$ cat config.mk
export PLATFORM = sky130hd
export DESIGN_NAME = imm_gen_pipe_flat
export DESIGN_NICKNAME = d
export VERILOG_FILES = /design/src/rtl/imm_gen_pipe_if.sv /design/src/rtl/imm_gen_pipe.sv /design/src/flat_wrapper.sv
export SDC_FILE = /design/constraint.sdc
export NUM_CORES = 1
export LEC_CHECK = 0
export BUFFER_PORTS_ARGS = -buffer_cell sky130_fd_sc_hd__buf_4
export CAP_MARGIN = 10
export CORE_MARGIN = 8
export CORE_UTILIZATION = 43
export DETAILED_ROUTE_END_ITERATION = 8
export PLACE_DENSITY_LB_ADDON = 0.3
export REMOVE_ABC_BUFFERS = 1
export SLEW_MARGIN = 10
export SYNTH_ARGS = -nofsm -noshare
export SYNTH_HDL_FRONTEND = slang
export SYNTH_SLANG_ARGS = --single-unit
$ cat constraint.sdc
create_clock -name clk -period 4.4 [get_ports clk]
set_input_delay 0.66 -clock clk [delete_from_list [all_inputs] [get_ports clk]]
set_output_delay 0.66 -clock clk [all_outputs]
set_load 0.05 [all_outputs]
$ cat src/rtl/imm_gen_pipe_if.sv
// Handshake bundle for imm_gen_pipe. The producer drives the input side and
// the consumer drives out_ready.
interface imm_gen_pipe_if #(
    parameter int unsigned XLEN  = 32,
    parameter int unsigned TAG_W = 32
);
    logic             in_valid;
    logic             in_ready;
    logic [31:0]      InstD;
    logic [2:0]       ImmSrcD;
    logic [TAG_W-1:0] in_tag;
    logic             out_valid;
    logic             out_ready;
    logic [XLEN-1:0]  ImmExtE;
    logic [TAG_W-1:0] out_tag;
    logic             out_illegal;

    // Environment side: feeds instructions, consumes immediates.
    modport master (
        output in_valid, InstD, ImmSrcD, in_tag, out_ready,
        input  in_ready, out_valid, ImmExtE, out_tag, out_illegal
    );

    // Block side.
    modport slave (
        input  in_valid, InstD, ImmSrcD, in_tag, out_ready,
        output in_ready, out_valid, ImmExtE, out_tag, out_illegal
    );
endinterface

$ cat src/rtl/imm_gen_pipe.sv
// Registered RISC-V immediate generator behind a two-entry valid/ready skid
// buffer. in_ready depends only on registered state, so the consumer's
// out_ready never reaches the producer combinationally.
module imm_gen_pipe #(
    parameter int unsigned XLEN  = 32,
    parameter int unsigned TAG_W = 32
) (
    input logic          clk,
    input logic          rst,
    input logic          flush,
    imm_gen_pipe_if.slave bus
);
    // Encoding is {main valid, skid valid}; {0,1} cannot occur.
    typedef enum logic [1:0] {
        StEmpty = 2'b00,
        StOne   = 2'b10,
        StFull  = 2'b11
    } state_e;

    state_e state_q, state_d;

    logic [XLEN-1:0]  main_imm_q, skid_imm_q;
    logic [TAG_W-1:0] main_tag_q, skid_tag_q;
    logic             main_ill_q, skid_ill_q;

    logic [XLEN-1:0] imm_dec;
    logic            ill_dec;
    logic [31:0]     inst;
    logic            sgn;
    logic            in_xfer, out_xfer;
    logic            load_main_in, load_main_skid, load_skid;
    logic            unused_opcode;

    assign inst          = bus.InstD;
    assign sgn           = inst[31];
    assign unused_opcode = ^inst[6:0];

    assign bus.in_ready    = ~state_q[0];
    assign bus.out_valid   = state_q[1];
    assign bus.ImmExtE     = main_imm_q;
    assign bus.out_tag     = main_tag_q;
    assign bus.out_illegal = main_ill_q;

    assign in_xfer  = bus.in_valid & ~state_q[0];
    assign out_xfer = state_q[1] & bus.out_ready;

    // Immediate extraction and extension for the selected format.
    always_comb begin
        imm_dec = '0;
        ill_dec = 1'b0;
        case (bus.ImmSrcD)
            3'b000: imm_dec = {{(XLEN-12){sgn}}, inst[31:20]};
            3'b001: imm_dec = {{(XLEN-12){sgn}}, inst[31:25], inst[11:7]};
            3'b010: imm_dec = {{(XLEN-12){sgn}}, inst[7], inst[30:25], inst[11:8], 1'b0};
            3'b011: imm_dec = {{(XLEN-20){sgn}}, inst[19:12], inst[20], inst[30:21], 1'b0};
            // Sign-extend the 20-bit field first, then shift it into place.
            3'b100: imm_dec = {{(XLEN-20){sgn}}, inst[31:12]} << 12;
            3'b101: imm_dec = {{(XLEN-5){1'b0}}, inst[19:15]};
            3'b110: imm_dec = {{(XLEN-6){1'b0}}, (XLEN == 64) ? inst[25] : 1'b0, inst[24:20]};
            default: ill_dec = 1'b1;
        endcase
    end

    // Occupancy transitions and load enables; flush overrides every transfer.
    always_comb begin
        state_d        = state_q;
        load_main_in   = 1'b0;
        load_main_skid = 1'b0;
        load_skid      = 1'b0;
        if (flush) begin
            state_d = StEmpty;
        end else begin
            case (state_q)
                StEmpty: begin
                    if (in_xfer) begin
                        state_d      = StOne;
                        load_main_in = 1'b1;
                    end
                end
                StOne: begin
                    if (in_xfer && out_xfer) begin
                        load_main_in = 1'b1;
                    end else if (in_xfer) begin
                        state_d   = StFull;
                        load_skid = 1'b1;
                    end else if (out_xfer) begin
                        state_d = StEmpty;
                    end
                end
                StFull: begin
                    if (out_xfer) begin
                        state_d        = StOne;
                        load_main_skid = 1'b1;
                    end
                end
                default: state_d = StEmpty;
            endcase
        end
    end

    // Occupancy state register.
    always_ff @(posedge clk or posedge rst) begin
        if (rst) begin
            state_q <= StEmpty;
        end else begin
            state_q <= state_d;
        end
    end

    // Payload registers; main only changes when it is loaded.
    always_ff @(posedge clk or posedge rst) begin
        if (rst) begin
            main_imm_q <= '0;
            main_tag_q <= '0;
            main_ill_q <= 1'b0;
            skid_imm_q <= '0;
            skid_tag_q <= '0;
            skid_ill_q <= 1'b0;
        end else begin
            if (load_main_in) begin
                main_imm_q <= imm_dec;
                main_tag_q <= bus.in_tag;
                main_ill_q <= ill_dec;
            end else if (load_main_skid) begin
                main_imm_q <= skid_imm_q;
                main_tag_q <= skid_tag_q;
                main_ill_q <= skid_ill_q;
            end
            if (load_skid) begin
                skid_imm_q <= imm_dec;
                skid_tag_q <= bus.in_tag;
                skid_ill_q <= ill_dec;
            end
        end
    end
endmodule
$ cat src/flat_wrapper.sv
// flat-port wrapper written by rule: the top's interface ports become plain ports
module imm_gen_pipe_flat 
#(
    parameter int unsigned XLEN  = 32,
    parameter int unsigned TAG_W = 32
)
  (clk, rst, flush, bus_in_valid, bus_InstD, bus_ImmSrcD, bus_in_tag, bus_out_ready, bus_in_ready, bus_out_valid, bus_ImmExtE, bus_out_tag, bus_out_illegal);
  imm_gen_pipe_if #(.XLEN(XLEN), .TAG_W(TAG_W)) bus_i ();
  input logic clk;
  input logic rst;
  input logic flush;
  input wire logic [$bits(bus_i.in_valid)-1:0] bus_in_valid;
  input wire logic [$bits(bus_i.InstD)-1:0] bus_InstD;
  input wire logic [$bits(bus_i.ImmSrcD)-1:0] bus_ImmSrcD;
  input wire logic [$bits(bus_i.in_tag)-1:0] bus_in_tag;
  input wire logic [$bits(bus_i.out_ready)-1:0] bus_out_ready;
  output wire logic [$bits(bus_i.in_ready)-1:0] bus_in_ready;
  output wire logic [$bits(bus_i.out_valid)-1:0] bus_out_valid;
  output wire logic [$bits(bus_i.ImmExtE)-1:0] bus_ImmExtE;
  output wire logic [$bits(bus_i.out_tag)-1:0] bus_out_tag;
  output wire logic [$bits(bus_i.out_illegal)-1:0] bus_out_illegal;
  assign bus_i.in_valid = bus_in_valid;
  assign bus_i.InstD = bus_InstD;
  assign bus_i.ImmSrcD = bus_ImmSrcD;
  assign bus_i.in_tag = bus_in_tag;
  assign bus_i.out_ready = bus_out_ready;
  assign bus_in_ready = bus_i.in_ready;
  assign bus_out_valid = bus_i.out_valid;
  assign bus_ImmExtE = bus_i.ImmExtE;
  assign bus_out_tag = bus_i.out_tag;
  assign bus_out_illegal = bus_i.out_illegal;
  imm_gen_pipe #(.XLEN(XLEN), .TAG_W(TAG_W)) u_core (.clk(clk), .rst(rst), .flush(flush), .bus(bus_i));
endmodule
==> key figures <==
Status
  • Outcome: finished, final reports clean

STA
  • Setup TNS: 0 ps
  • Hold slack: 474 ps
  • Post-layout min period: 2590 ps
  • Final Skew: 7.01 ps
  • Fmax: 387 MHz
  • Final setup viols: 0
  • RSZ-0062 raised after global routing: no
  • Worst slew margin: 0.270
  • Final Slew Violations: 0
  • Slew at the pin with the worst max-slew slack: 1090 ps
  • Final period util: 0.588
  • Fin. Hold Viols: 0

Final layout
  • Final core utilization: 0.557
  • Multi-input logic area: 2550 um2
  • Syn-to-layout area delta: 26.8%
  • Register area: 3300 um2
  • Final net count: 776
  • Ant. Diodes: 0
  • Fill cells: 1210
  • Share of layout cells above drive strength 1: 0.294
  • Fin area: 7740 um2
  • Finished Layout Cells: 892
  • Most frequent cells in the layout: buf_4, dfrtp_1, nand2_1
  • Commonest non-fill, non-tap cell in the layout: buf_4

Route
  • Wirelength, routed: 15400 um
  • Number of vias per cell: 5.45
  • DRC Markers: 0
  • Detailed-route via count: 4859
  • DR pass1 iterations: 7
  • DRT iter0 DRCs: 312
  • Routed len/inst: 17.3 um
  • Antenna Violating Nets Remaining: 0

GRT
  • Initial antenna violation count: 0
  • Gr usage total: 0.176
  • Total gr overflow: 0
  • Vias in the first global route: 5126
  • Pin count of the biggest net entering global routing: 94
  • First-pass GRT wire length: 26000 um

CTS
  • CTS tree: done
  • CTS buffer count: 17
  • Reg clk slew, reported paths: 60 ps
  • Root Buffer: clkbuf_16
  • Clk buf depth: 2
  • Number of hold buffers added after CTS: 0
  • Post-CTS Setup Bufs: 0
  • Clk sinks: 132
  • Clock latency on the worst-skew pair: 410 ps
  • H-tree Lvls: 4
  • Cts repair resizes: 0

Setup path
  • Slowest Stage Delay on Critical Path: 850 ps
  • CP arrival: 2850 ps
  • WP buf/inv: 1
  • Reg-to-reg slack, setup: 1810 ps
  • Reg-to-Reg End: u_core.bus.out_tag[18]$_DFFE_PP0P_
  • Worst Setup SP: u_core.state_q[1]$_DFFE_PP0P_
  • Kind of cell adding the most delay to the critical path: simple AND/OR/NAND/NOR gates
  • Reg2Reg Launch Point: u_core.state_q[1]$_DFFE_PP0P_
  • CP Launch Type: register
  • Crit path to: u_core.bus.out_tag[18]$_DFFE_PP0P_
  • Worst Path Required: 4660 ps
  • Critical path's slowest cell: nand4b_1
  • Worst Setup End Kind: register
  • Critical Path Fanout Max: 28
  • Crit Path Class: reg -> reg
  • Critical Path, Cell by Cell: ha_1, nand4b_1, buf_4, nand2_1, a31oi_1
  • CP Depth: 5
  • Reg2reg path depth: 5

Synthesis
  • Mapped cell area: 6100 um2
  • Yosys reg bits: 132
  • Cell count after synthesis: 588
  • Syn avg cell area: 10.4 um2
  • Cell accounting for the most synthesized area: dfrtp_1
  • Seq/Total Area, Yosys: 0.541
  • Synth top area share: 0.541
  • YS warnings: 0
  • Most area-consuming cells after synthesis: dfrtp_1, mux2i_1, nand2_1
  • Library cells used by synthesis: 36

Floorplanning
  • Core region area: 13900 um2
  • Placement Rows: 43
  • IO Count: 139
  • Full die area: 18300 um2
  • Die width: 135 um
  • Die Y-Extent: 135 um
  • Initial Utilization: 0.440

Placement
  • Placer Congestion: 0.816
  • Count of input and output buffers: 131
  • Placed cell count: 861
  • Placed inst area: 7160 um2
  • Hpwl dp: 10200 um

Pwr
  • Peak supply drop: 0.462 mV
  • Power per cell area: 795 nW/um2
  • Lkg Pwr: 3.66 nW

Min path
  • Hold Crit Class: in -> reg
  • Hold Path Depth: 2

Run
  • Max_cap viols: 0
-- power breakdown --
part / internal, mW / switching [mW] / total [mW]
Sequential: 1.81 / 0.338 / 2.14
Clock: 0.872 / 0.500 / 1.37
Combinational: 0.889 / 1.74 / 2.63
-- worst min-delay path by stage --
stage	slack (ps)	startpoint	end
3_5_place_dp	470	u_core.skid_imm_q[0]$_DFFE_PP0P_	u_core.skid_imm_q[0]$_DFFE_PP0P_
6_report	470	bus_in_tag[31]	u_core.skid_tag_q[31]$_DFFE_PP0P_
5_1_grt	450	bus_in_tag[31]	u_core.skid_tag_q[31]$_DFFE_PP0P_
2_1_floorplan	450	u_core.skid_imm_q[0]$_DFFE_PP0P_	u_core.skid_imm_q[0]$_DFFE_PP0P_
3_3_place_gp	460	u_core.skid_imm_q[20]$_DFFE_PP0P_	u_core.skid_imm_q[20]$_DFFE_PP0P_
4_1_cts	460	bus_in_tag[31]	u_core.skid_tag_q[31]$_DFFE_PP0P_
-- sequential cells by signal, indices dropped and copies added, names as in the netlist --
signal / cells
u_core.skid_tag_q: 32
u_core.state_q: 2
u_core.skid_imm_q: 32
u_core.bus.out_tag: 32
u_core.bus.out_illegal: 1
u_core.skid_ill_q: 1
u_core.bus.ImmExtE: 32
-- area by class of cell --
cell class              count  share of cell area
clock buffers              22              0.0613
well taps                 180              0.0291
flip-flops and latches    132               0.427
inverters                   5             0.00275
repair buffers            138               0.137
clock inverters             9              0.0134
multi-input cells         406               0.329
-- logic make-up after synthesis --
logic type                 share of synthesized area
buffers and inverters                         0.0441
DFF                                            0.541
adders and majority gates                    0.00820
muxes                                          0.152
AOI/OAI and AO/OA                              0.128
and+or+nand+nor                                0.124
xor gates and xnor gates                     0.00267
-- synth_stat cells, drive strengths merged --
| cell type | count |
|---|---|
| and2 | 1 |
| ha | 4 |
| dfrtp | 132 |
| nor2b | 7 |
| a211oi | 1 |
| o22a | 8 |
| a31oi | 42 |
| clkbuf | 17 |
| nand2b | 3 |
| inv | 5 |
| and4bb | 1 |
| xor2 | 1 |
| nor2 | 34 |
| nand2 | 129 |
| a22oi | 3 |
| nor3 | 1 |
| nand3 | 4 |
| mux2i | 50 |
| and4b | 1 |
| a32oi | 2 |
| buf | 28 |
| nand4b | 1 |
| nor4b | 1 |
| o21a | 4 |
| a221oi | 1 |
| a21oi | 37 |
| o21ai | 30 |
| a31o | 1 |
| a211o | 1 |
| mux2 | 38 |
-- worst reg2reg max path, delay by kind of cell, from the launching register on --
family	cells	cell delay [ps]
AND/OR/NAND/NOR	2	990
adder cells (fa/ha/maj)	1	250
AO/OA/AOI/OAI	1	100
buffers and inverters	1	590
flip-flops	1	520
-- layer usage --
layer / track usage / share of wire / vias up
met5: 0 / 0 / -
met4: 0.0432 / 0.0075 / 0
met3: 0.0601 / 0.067 / 10
met2: 0.277 / 0.47 / 147
met1: 0.228 / 0.46 / 2436
li1: - / - / 2266
-- stage by stage --
stage / setup WS (ps) / power, mW
floorplan: -152 / 3.95
global placement: 1700 / 4.72
detailed placement: 1690 / 4.82
CTS: 1780 / 6.21
global route: 1550 / 6.51
finish: 1810 / 6.15
Note: power is estimated with default switching activity, not from simulation.
